## src/rtl/unidade_controle_pkg.sv

```systemverilog
// Shared types and codes for the multicycle MIPS-subset control unit:
// state encoding, instruction fields, mux select codes and ALU operations.
package pkg_controle;

    // Control states. FETCH is encoded as zero so the debug state output
    // also reads zero while reset is held.
    typedef enum logic [4:0] {
        ST_FETCH    = 5'd0,
        ST_DECODE   = 5'd1,
        ST_EXEC_R   = 5'd2,
        ST_EXEC_I   = 5'd3,
        ST_WB_ALU   = 5'd4,
        ST_MEM_ADDR = 5'd5,
        ST_MEM_WR   = 5'd6,
        ST_MEM_RD   = 5'd7,
        ST_WB_MEM   = 5'd8,
        ST_WB_SHIFT = 5'd9,
        ST_WB_HI    = 5'd10,
        ST_WB_LO    = 5'd11,
        ST_WB_LUI   = 5'd12,
        ST_BRANCH   = 5'd13,
        ST_JUMP     = 5'd14,
        ST_JR       = 5'd15,
        ST_JAL      = 5'd16,
        ST_EXC_EPC  = 5'd17,
        ST_EXC_JMP  = 5'd18
    } estado_t;

    // Primary opcodes (IR[31:26])
    localparam logic [5:0] OP_RTYPE = 6'h00;
    localparam logic [5:0] OP_J     = 6'h02;
    localparam logic [5:0] OP_JAL   = 6'h03;
    localparam logic [5:0] OP_BEQ   = 6'h04;
    localparam logic [5:0] OP_BNE   = 6'h05;
    localparam logic [5:0] OP_ADDI  = 6'h08;
    localparam logic [5:0] OP_LUI   = 6'h0F;
    localparam logic [5:0] OP_LW    = 6'h23;
    localparam logic [5:0] OP_SW    = 6'h2B;

    // R-type function codes (IR[5:0])
    localparam logic [5:0] FN_SLL  = 6'h00;
    localparam logic [5:0] FN_SRL  = 6'h02;
    localparam logic [5:0] FN_JR   = 6'h08;
    localparam logic [5:0] FN_MFHI = 6'h10;
    localparam logic [5:0] FN_MFLO = 6'h12;
    localparam logic [5:0] FN_ADD  = 6'h20;
    localparam logic [5:0] FN_SUB  = 6'h22;
    localparam logic [5:0] FN_AND  = 6'h24;
    localparam logic [5:0] FN_SLT  = 6'h2A;

    // Writeback mux selects (code 7 is never produced)
    typedef enum logic [2:0] {
        SWB_ALUOUT = 3'd0,
        SWB_MDR    = 3'd1,
        SWB_HI     = 3'd2,
        SWB_LO     = 3'd3,
        SWB_SHIFT  = 3'd4,
        SWB_LUI    = 3'd5,
        SWB_PC     = 3'd6
    } sel_wb_t;

    // PC source mux selects (code 7 is never produced)
    typedef enum logic [2:0] {
        SPC_ALU     = 3'd0,
        SPC_ALUOUT  = 3'd1,
        SPC_JUMP    = 3'd2,
        SPC_RS      = 3'd3,
        SPC_VEC_OPC = 3'd4,
        SPC_VEC_OVF = 3'd5,
        SPC_EPC     = 3'd6
    } sel_pc_t;

    // ALU operations
    localparam logic [2:0] ALU_ADD = 3'd0;
    localparam logic [2:0] ALU_SUB = 3'd1;
    localparam logic [2:0] ALU_AND = 3'd2;
    localparam logic [2:0] ALU_SLT = 3'd3;

    // ALU operand B sources
    localparam logic [1:0] SRCB_REG    = 2'd0;
    localparam logic [1:0] SRCB_FOUR   = 2'd1;
    localparam logic [1:0] SRCB_IMM    = 2'd2;
    localparam logic [1:0] SRCB_IMM_SH = 2'd3;

    // Register file destination selects
    localparam logic [1:0] DST_RT = 2'd0;
    localparam logic [1:0] DST_RD = 2'd1;
    localparam logic [1:0] DST_RA = 2'd2;

    // Exception cause held between EXC_EPC and EXC_JMP
    localparam logic CAUSE_OPCODE = 1'b0;
    localparam logic CAUSE_OVF    = 1'b1;

    // Dispatch target from DECODE; unknown opcodes or R-type functs trap.
    function automatic estado_t despacho(input logic [5:0] op, input logic [5:0] fn);
        estado_t s;
        s = ST_EXC_EPC;
        case (op)
            OP_RTYPE: begin
                case (fn)
                    FN_ADD, FN_SUB, FN_AND, FN_SLT: s = ST_EXEC_R;
                    FN_SLL, FN_SRL:                 s = ST_WB_SHIFT;
                    FN_MFHI:                        s = ST_WB_HI;
                    FN_MFLO:                        s = ST_WB_LO;
                    FN_JR:                          s = ST_JR;
                    default:                        s = ST_EXC_EPC;
                endcase
            end
            OP_ADDI:       s = ST_EXEC_I;
            OP_LW, OP_SW:  s = ST_MEM_ADDR;
            OP_BEQ, OP_BNE: s = ST_BRANCH;
            OP_LUI:        s = ST_WB_LUI;
            OP_J:          s = ST_JUMP;
            OP_JAL:        s = ST_JAL;
            default:       s = ST_EXC_EPC;
        endcase
        return s;
    endfunction

    // Instructions whose result is discarded on signed overflow
    function automatic logic checa_overflow(input logic [5:0] op, input logic [5:0] fn);
        return (op == OP_ADDI) ||
               ((op == OP_RTYPE) && ((fn == FN_ADD) || (fn == FN_SUB)));
    endfunction

endpackage

```

## src/rtl/unidade_controle_contador_espera.sv

```systemverilog
// Memory wait counter: counts 0..MEM_LAT-1 and holds there, flags the last
// cycle, and restarts from zero whenever the control state changes.
module contador_espera #(
    parameter int MEM_LAT = 2
) (
    input  logic clk_i,
    input  logic reset_i,
    input  logic clear_i,
    output logic done_o
);

    localparam logic [2:0] ULTIMO = 3'(MEM_LAT - 1);

    logic [2:0] count_q;
    logic [2:0] count_d;

    // Next count: clear wins, otherwise advance until the last wait cycle
    always_comb begin
        count_d = count_q;
        if (clear_i) begin
            count_d = 3'd0;
        end else if (count_q != ULTIMO) begin
            count_d = count_q + 3'd1;
        end
    end

    // Count register
    always_ff @(posedge clk_i or posedge reset_i) begin
        if (reset_i) begin
            count_q <= 3'd0;
        end else begin
            count_q <= count_d;
        end
    end

    assign done_o = (count_q == ULTIMO);

endmodule

```

## src/rtl/unidade_controle.sv

```systemverilog
// Multicycle control FSM for the 32-bit MIPS-subset datapath. Drives the
// datapath enables and mux selects for fetch, decode, execute, memory,
// writeback and exception entry.
//
// Outputs are decoded from the state and the wait counter. The only
// input-qualified outputs are the branch PC load (zero flag) and the
// WB_ALU register write (suppressed by overflow); both flags come from the
// ALU recomputing on held operands, so they are stable within the cycle.
// While reset is asserted every output is forced to zero.
module unidade_controle
    import pkg_controle::*;
#(
    parameter int MEM_LAT = 2
) (
    input  logic       clk,
    input  logic       reset,
    input  logic [5:0] opcode,
    input  logic [5:0] funct,
    input  logic       zero,
    input  logic       overflow,
    output logic       pc_write,
    output logic       ir_write,
    output logic       mem_wr,
    output logic       i_or_d,
    output logic       mdr_write,
    output logic       reg_write,
    output logic [1:0] reg_dst,
    output logic       alu_src_a,
    output logic [1:0] alu_src_b,
    output logic [2:0] alu_op,
    output logic       aluout_write,
    output logic       epc_write,
    output logic [2:0] sel_wb,
    output logic [2:0] sel_pc,
    output logic [4:0] estado
);

    estado_t state_q, state_d;
    logic    cause_q, cause_d;
    logic    espera_fim;
    logic    ovf_trap;

    // Wait counter restarts on every state change
    contador_espera #(
        .MEM_LAT (MEM_LAT)
    ) u_contador (
        .clk_i   (clk),
        .reset_i (reset),
        .clear_i (state_d != state_q),
        .done_o  (espera_fim)
    );

    assign ovf_trap = overflow && checa_overflow(opcode, funct);

    // Next-state, exception cause and datapath control decode
    always_comb begin
        state_d      = state_q;
        cause_d      = cause_q;
        pc_write     = 1'b0;
        ir_write     = 1'b0;
        mem_wr       = 1'b0;
        i_or_d       = 1'b0;
        mdr_write    = 1'b0;
        reg_write    = 1'b0;
        reg_dst      = DST_RT;
        alu_src_a    = 1'b0;
        alu_src_b    = SRCB_REG;
        alu_op       = ALU_ADD;
        aluout_write = 1'b0;
        epc_write    = 1'b0;
        sel_wb       = SWB_ALUOUT;
        sel_pc       = SPC_ALU;

        case (state_q)
            ST_FETCH: begin
                // PC+4 computed every fetch cycle; loaded with IR on the last
                alu_src_b = SRCB_FOUR;
                alu_op    = ALU_ADD;
                if (espera_fim) begin
                    ir_write = 1'b1;
                    pc_write = 1'b1;
                    sel_pc   = SPC_ALU;
                    state_d  = ST_DECODE;
                end
            end
            ST_DECODE: begin
                // Branch target speculatively computed into ALUOut
                alu_src_b    = SRCB_IMM_SH;
                aluout_write = 1'b1;
                state_d      = despacho(opcode, funct);
                if (state_d == ST_EXC_EPC) begin
                    cause_d = CAUSE_OPCODE;
                end
            end
            ST_EXEC_R: begin
                alu_src_a    = 1'b1;
                alu_src_b    = SRCB_REG;
                aluout_write = 1'b1;
                case (funct)
                    FN_SUB:  alu_op = ALU_SUB;
                    FN_AND:  alu_op = ALU_AND;
                    FN_SLT:  alu_op = ALU_SLT;
                    default: alu_op = ALU_ADD;
                endcase
                state_d = ST_WB_ALU;
            end
            ST_EXEC_I: begin
                alu_src_a    = 1'b1;
                alu_src_b    = SRCB_IMM;
                alu_op       = ALU_ADD;
                aluout_write = 1'b1;
                state_d      = ST_WB_ALU;
            end
            ST_WB_ALU: begin
                if (ovf_trap) begin
                    cause_d = CAUSE_OVF;
                    state_d = ST_EXC_EPC;
                end else begin
                    reg_write = 1'b1;
                    sel_wb    = SWB_ALUOUT;
                    reg_dst   = (opcode == OP_RTYPE) ? DST_RD : DST_RT;
                    state_d   = ST_FETCH;
                end
            end
            ST_MEM_ADDR: begin
                alu_src_a    = 1'b1;
                alu_src_b    = SRCB_IMM;
                alu_op       = ALU_ADD;
                aluout_write = 1'b1;
                state_d      = (opcode == OP_SW) ? ST_MEM_WR : ST_MEM_RD;
            end
            ST_MEM_WR: begin
                i_or_d  = 1'b1;
                mem_wr  = 1'b1;
                state_d = ST_FETCH;
            end
            ST_MEM_RD: begin
                i_or_d = 1'b1;
                if (espera_fim) begin
                    mdr_write = 1'b1;
                    state_d   = ST_WB_MEM;
                end
            end
            ST_WB_MEM: begin
                reg_write = 1'b1;
                sel_wb    = SWB_MDR;
                reg_dst   = DST_RT;
                state_d   = ST_FETCH;
            end
            ST_WB_SHIFT: begin
                reg_write = 1'b1;
                sel_wb    = SWB_SHIFT;
                reg_dst   = DST_RD;
                state_d   = ST_FETCH;
            end
            ST_WB_HI: begin
                reg_write = 1'b1;
                sel_wb    = SWB_HI;
                reg_dst   = DST_RD;
                state_d   = ST_FETCH;
            end
            ST_WB_LO: begin
                reg_write = 1'b1;
                sel_wb    = SWB_LO;
                reg_dst   = DST_RD;
                state_d   = ST_FETCH;
            end
            ST_WB_LUI: begin
                reg_write = 1'b1;
                sel_wb    = SWB_LUI;
                reg_dst   = DST_RT;
                state_d   = ST_FETCH;
            end
            ST_BRANCH: begin
                // rs - rt sets zero; target already sits in ALUOut
                alu_src_a = 1'b1;
                alu_src_b = SRCB_REG;
                alu_op    = ALU_SUB;
                sel_pc    = SPC_ALUOUT;
                pc_write  = (opcode == OP_BNE) ? ~zero : zero;
                state_d   = ST_FETCH;
            end
            ST_JUMP: begin
                pc_write = 1'b1;
                sel_pc   = SPC_JUMP;
                state_d  = ST_FETCH;
            end
            ST_JR: begin
                pc_write = 1'b1;
                sel_pc   = SPC_RS;
                state_d  = ST_FETCH;
            end
            ST_JAL: begin
                // PC already holds the return address (PC+4)
                reg_write = 1'b1;
                sel_wb    = SWB_PC;
                reg_dst   = DST_RA;
                state_d   = ST_JUMP;
            end
            ST_EXC_EPC: begin
                // EPC <= PC - 4, the address of the faulting instruction
                alu_src_a = 1'b0;
                alu_src_b = SRCB_FOUR;
                alu_op    = ALU_SUB;
                epc_write = 1'b1;
                state_d   = ST_EXC_JMP;
            end
            ST_EXC_JMP: begin
                pc_write = 1'b1;
                sel_pc   = (cause_q == CAUSE_OVF) ? SPC_VEC_OVF : SPC_VEC_OPC;
                state_d  = ST_FETCH;
            end
            default: begin
                state_d = ST_FETCH;
            end
        endcase

        if (reset) begin
            pc_write     = 1'b0;
            ir_write     = 1'b0;
            mem_wr       = 1'b0;
            i_or_d       = 1'b0;
            mdr_write    = 1'b0;
            reg_write    = 1'b0;
            reg_dst      = 2'd0;
            alu_src_a    = 1'b0;
            alu_src_b    = 2'd0;
            alu_op       = 3'd0;
            aluout_write = 1'b0;
            epc_write    = 1'b0;
            sel_wb       = 3'd0;
            sel_pc       = 3'd0;
        end
    end

    // State and exception cause registers
    always_ff @(posedge clk or posedge reset) begin
        if (reset) begin
            state_q <= ST_FETCH;
            cause_q <= CAUSE_OPCODE;
        end else begin
            state_q <= state_d;
            cause_q <= cause_d;
        end
    end

    assign estado = state_q;

endmodule

```

## config.mk

```make
export PLATFORM = sky130hd
export DESIGN_NAME = unidade_controle
export DESIGN_NICKNAME = d
export VERILOG_FILES = /design/src/rtl/unidade_controle_pkg.sv /design/src/rtl/unidade_controle_contador_espera.sv /design/src/rtl/unidade_controle.sv
export SDC_FILE = /design/constraint.sdc
export NUM_CORES = 1
export LEC_CHECK = 0
export CAP_MARGIN = 30
export CORE_MARGIN = 1.5
export CORE_UTILIZATION = 25
export DETAILED_ROUTE_END_ITERATION = 10
export MAX_ROUTING_LAYER = met4
export PLACE_DENSITY = 0.45
export REMOVE_ABC_BUFFERS = 1
export SLEW_MARGIN = 20
export SYNTH_ARGS = -nofsm -noshare
export SYNTH_HDL_FRONTEND = slang
export SYNTH_HIERARCHICAL = 1
export SYNTH_SLANG_ARGS = --single-unit
```

## constraint.sdc

```tcl
create_clock -name clk -period 7.3 [get_ports clk]
set_input_delay 1.095 -clock clk [delete_from_list [all_inputs] [get_ports clk]]
set_output_delay 1.095 -clock clk [all_outputs]
set_load 0.01 [all_outputs]
```

==> flow_summary.ini <==
[status]
status = complete, no violations

[routing]
vias_per_cell = 5.33
drt-total-wl_mm = 4.43
route.detailed.drc = 0
drt_iter0_drc = 103
routed.top_layer = met4
route.met3.wl_um = 165
dr.pass1.iters = 4
drt-met1-wl_mm = 2.25
antenna_left = 0
wl_per_cell_um = 15.2
route.met2.wl_mm = 2.00
via_count = 1555

[worst_setup_path]
worstPathArrival_ns = 3.52
rrSetupSlack_ns = 4.43
cp_max_fo = 9
worst_setup_path_start_kind = primary input
critical_path_class = in2out
cp.required_ns = 6.20
end_kind = primary output

[cts]
clkSlewWorstSetupHoldPaths_ns = 0.05
cts_sinks = 9
clock-root-buffer = clkbuf_8
cts_setup_buffers = 0
numCtsBuffers = 3
hold_buffers = 0
cts_buffer_depth = 2
clk_latency_ns = 0.23
post_cts_resized = 0
cts_tree = done
cts_htree_levels = 1

[timing]
period_needed_ns = 4.61
hold_viol = 0
relSlewSlack_pct = 45.7
skew_ns = 0.000477
drv_slew = 0
setup_tns_ns = 0
period_share_pct = 63.2
rsz0062_at_grt = false
tightestPinTransition_ns = 0.815
setup_viol = 0
max_freq_mhz = 217

[logic_synthesis]
yosysSeqAreaShare_pct = 16.4
synth_top_family_by_area = simple AND/OR/NAND/NOR gates
ys_top_cells_by_area = dfrtp_1 16%, nor2_1 7.4%, clkbuf_1 4.4%
synth_top_area_share_pct = 16.4
synth_compound_area_share_pct = 27.4
synth_warnings = 6
ys.flop_type = dfrtp_1
synthSimpleGateAreaFrac_pct = 40.2
synth_area_leader_cell = dfrtp_1
syn_area_um2 = 1370
synth_edf_count = 0
yosys_register_bits = 9
muxShareOfSynthArea_pct = 2.37
synth.most_common_cell = nor2_1
syn_inst = 198
synth-adder-area-share_pct = 1.82
avgSynthCellArea_um2 = 6.93
synth_async_sr_flop_share_pct = 100
synth-xor-area-share_pct = 3.19
netlist_top_cells_count = 27 x nor2_1, 16 x clkbuf_1, 14 x nand2_1
yosysUniqueCellTypes = 59

[pwr]
cellInternalPower_uw = 268
clockPowerShare_pct = 10.7
p_seq_share_pct = 25.5
leakage_nw = 0.640
peakVddDrop_mv = 0.143
combPwrFrac_pct = 63.9
switching_share_pct = 50.0
power.density_nw_per_um2 = 294
p_switching_uw = 268

[global_route]
grt_pass1_vias = 1517
grt_max_degree = 27
antenna_found_initial = 0
grt_pass1_wl_mm = 7.45
gr-total-overflow = 0
grtUsageTotal_pct = 15.6

[placement]
dp_hpwl_mm = 3.25
port_buffers = 41
gp_congestion = 0.757

[floorplan]
core_um2 = 5200
die_w_um = 77.1
die_h_um = 77.1
die-area_um2 = 5940
initial_core_util_pct = 26.4
ios = 43
num_rows = 26

[cells_and_area]
diodes = 0
nFillCells = 576
area_growth_pct = 33.0
nets = 241
fin_util_pct = 35.1
drive_gt1_share_pct = 6.31

[worst_hold_path]
worst_hold_path_type = reg2reg

[run]
maxCapViolCount = 0
cell families (layout without fill, tap and decap cells):
| group | count (synthesis) | in the layout |
|---|---|---|
| flip-flops | 9 | 9 |
| other | 1 | 1 |
| adder cells (fa/ha/maj) | 2 | 2 |
| multiplexers | 3 | 3 |
| AO/OA/AOI/OAI | 52 | 52 |
| buffers and inverters | 27 | 51 |
| AND/OR/NAND/NOR | 99 | 99 |
| XOR/XNOR | 5 | 5 |
path summary, 6_finish.rpt:
check                      startpoint  cells past startpoint                    end
max                         opcode[3]                      6             reg_dst[0]
min                           cause_q                      2                cause_q
max reg2reg                 estado[1]                      7  u_contador/count_q[1]
min reg2reg                   cause_q                      2                cause_q
max in group asynchronous       reset                      2              estado[0]
min in group asynchronous       reset                      2  u_contador/count_q[0]
registers in the layout (all words and copies together), names as in the netlist:
name and count:
estado 5, u_contador/count_q 3, cause_q 1
cells in the final DEF, fill, tap and decap left out, drive strengths merged, types with 3 or more instances in the layout:
| cell | count |
|---|---|
| clkdlybuf4s50 | 41 |
| nor2 | 27 |
| nand2 | 14 |
| nor3 | 10 |
| a21oi | 10 |
| dfrtp | 9 |
| o21ai | 8 |
| nor2b | 7 |
| inv | 6 |
| nand3 | 5 |
| nor3b | 5 |
| nand2b | 5 |
| a32oi | 4 |
| or2 | 3 |
| nor4b | 3 |
| nand3b | 3 |
| a21o | 3 |
| xnor2 | 3 |
| o31ai | 3 |
| a22oi | 3 |
| and3 | 3 |
| clkbuf | 3 |
| or3 | 3 |
| or4 | 3 |
through the flow:
step	cell area [um2]	std cells	setup WS [ns]	hold slack [ns]	power (mW)
floorplan	1280	177	3.81	0.490	0.335
global placement	1780	288	2.72	0.537	0.487
detailed placement	1780	288	2.72	0.533	0.480
CTS	1830	292	2.71	0.541	0.540
global route	1830	292	2.54	0.593	0.587
finish	1830	292	2.69	0.546	0.537
worst max-delay path, cell delays in order:
cell and delay [ns]:
clkdlybuf4s50_1 0.56, or3_1 0.43, nor4_1 0.45, o2111ai_1 0.20, a21oi_1 0.22, clkdlybuf4s50_1 0.56
power by group through the flow:
| stage | logic, mW | clock network (mW) | registers, mW |
|---|---|---|---|
| floorplan | 0.215 | 0 | 0.120 |
| CTS | 0.345 | 0.0592 | 0.136 |
| global route | 0.379 | 0.0626 | 0.146 |
| finish | 0.343 | 0.0573 | 0.137 |
| global placement | 0.346 | 0 | 0.140 |
| detailed placement | 0.343 | 0 | 0.137 |
area by class of cell:
cell class | count | area, um2 | area share, %
Clock buffer | 3 | 41.3 | 2.26
Clock inverter | 1 | 5.00 | 0.274
Inverter | 6 | 22.5 | 1.23
Sequential cell | 9 | 225 | 12.3
Multi-Input combinational cell | 162 | 1030 | 56.6
Timing Repair Buffer | 41 | 410 | 22.5
Tap cell | 70 | 87.6 | 4.80
per-layer routing:
layer  up-vias  track usage [%]
met5         -                -
met4         0             1.64
met3         2             1.79
met2        38             25.7
met1       729             21.1
li1        786                -
Note: power is estimated with default switching activity, not from simulation.
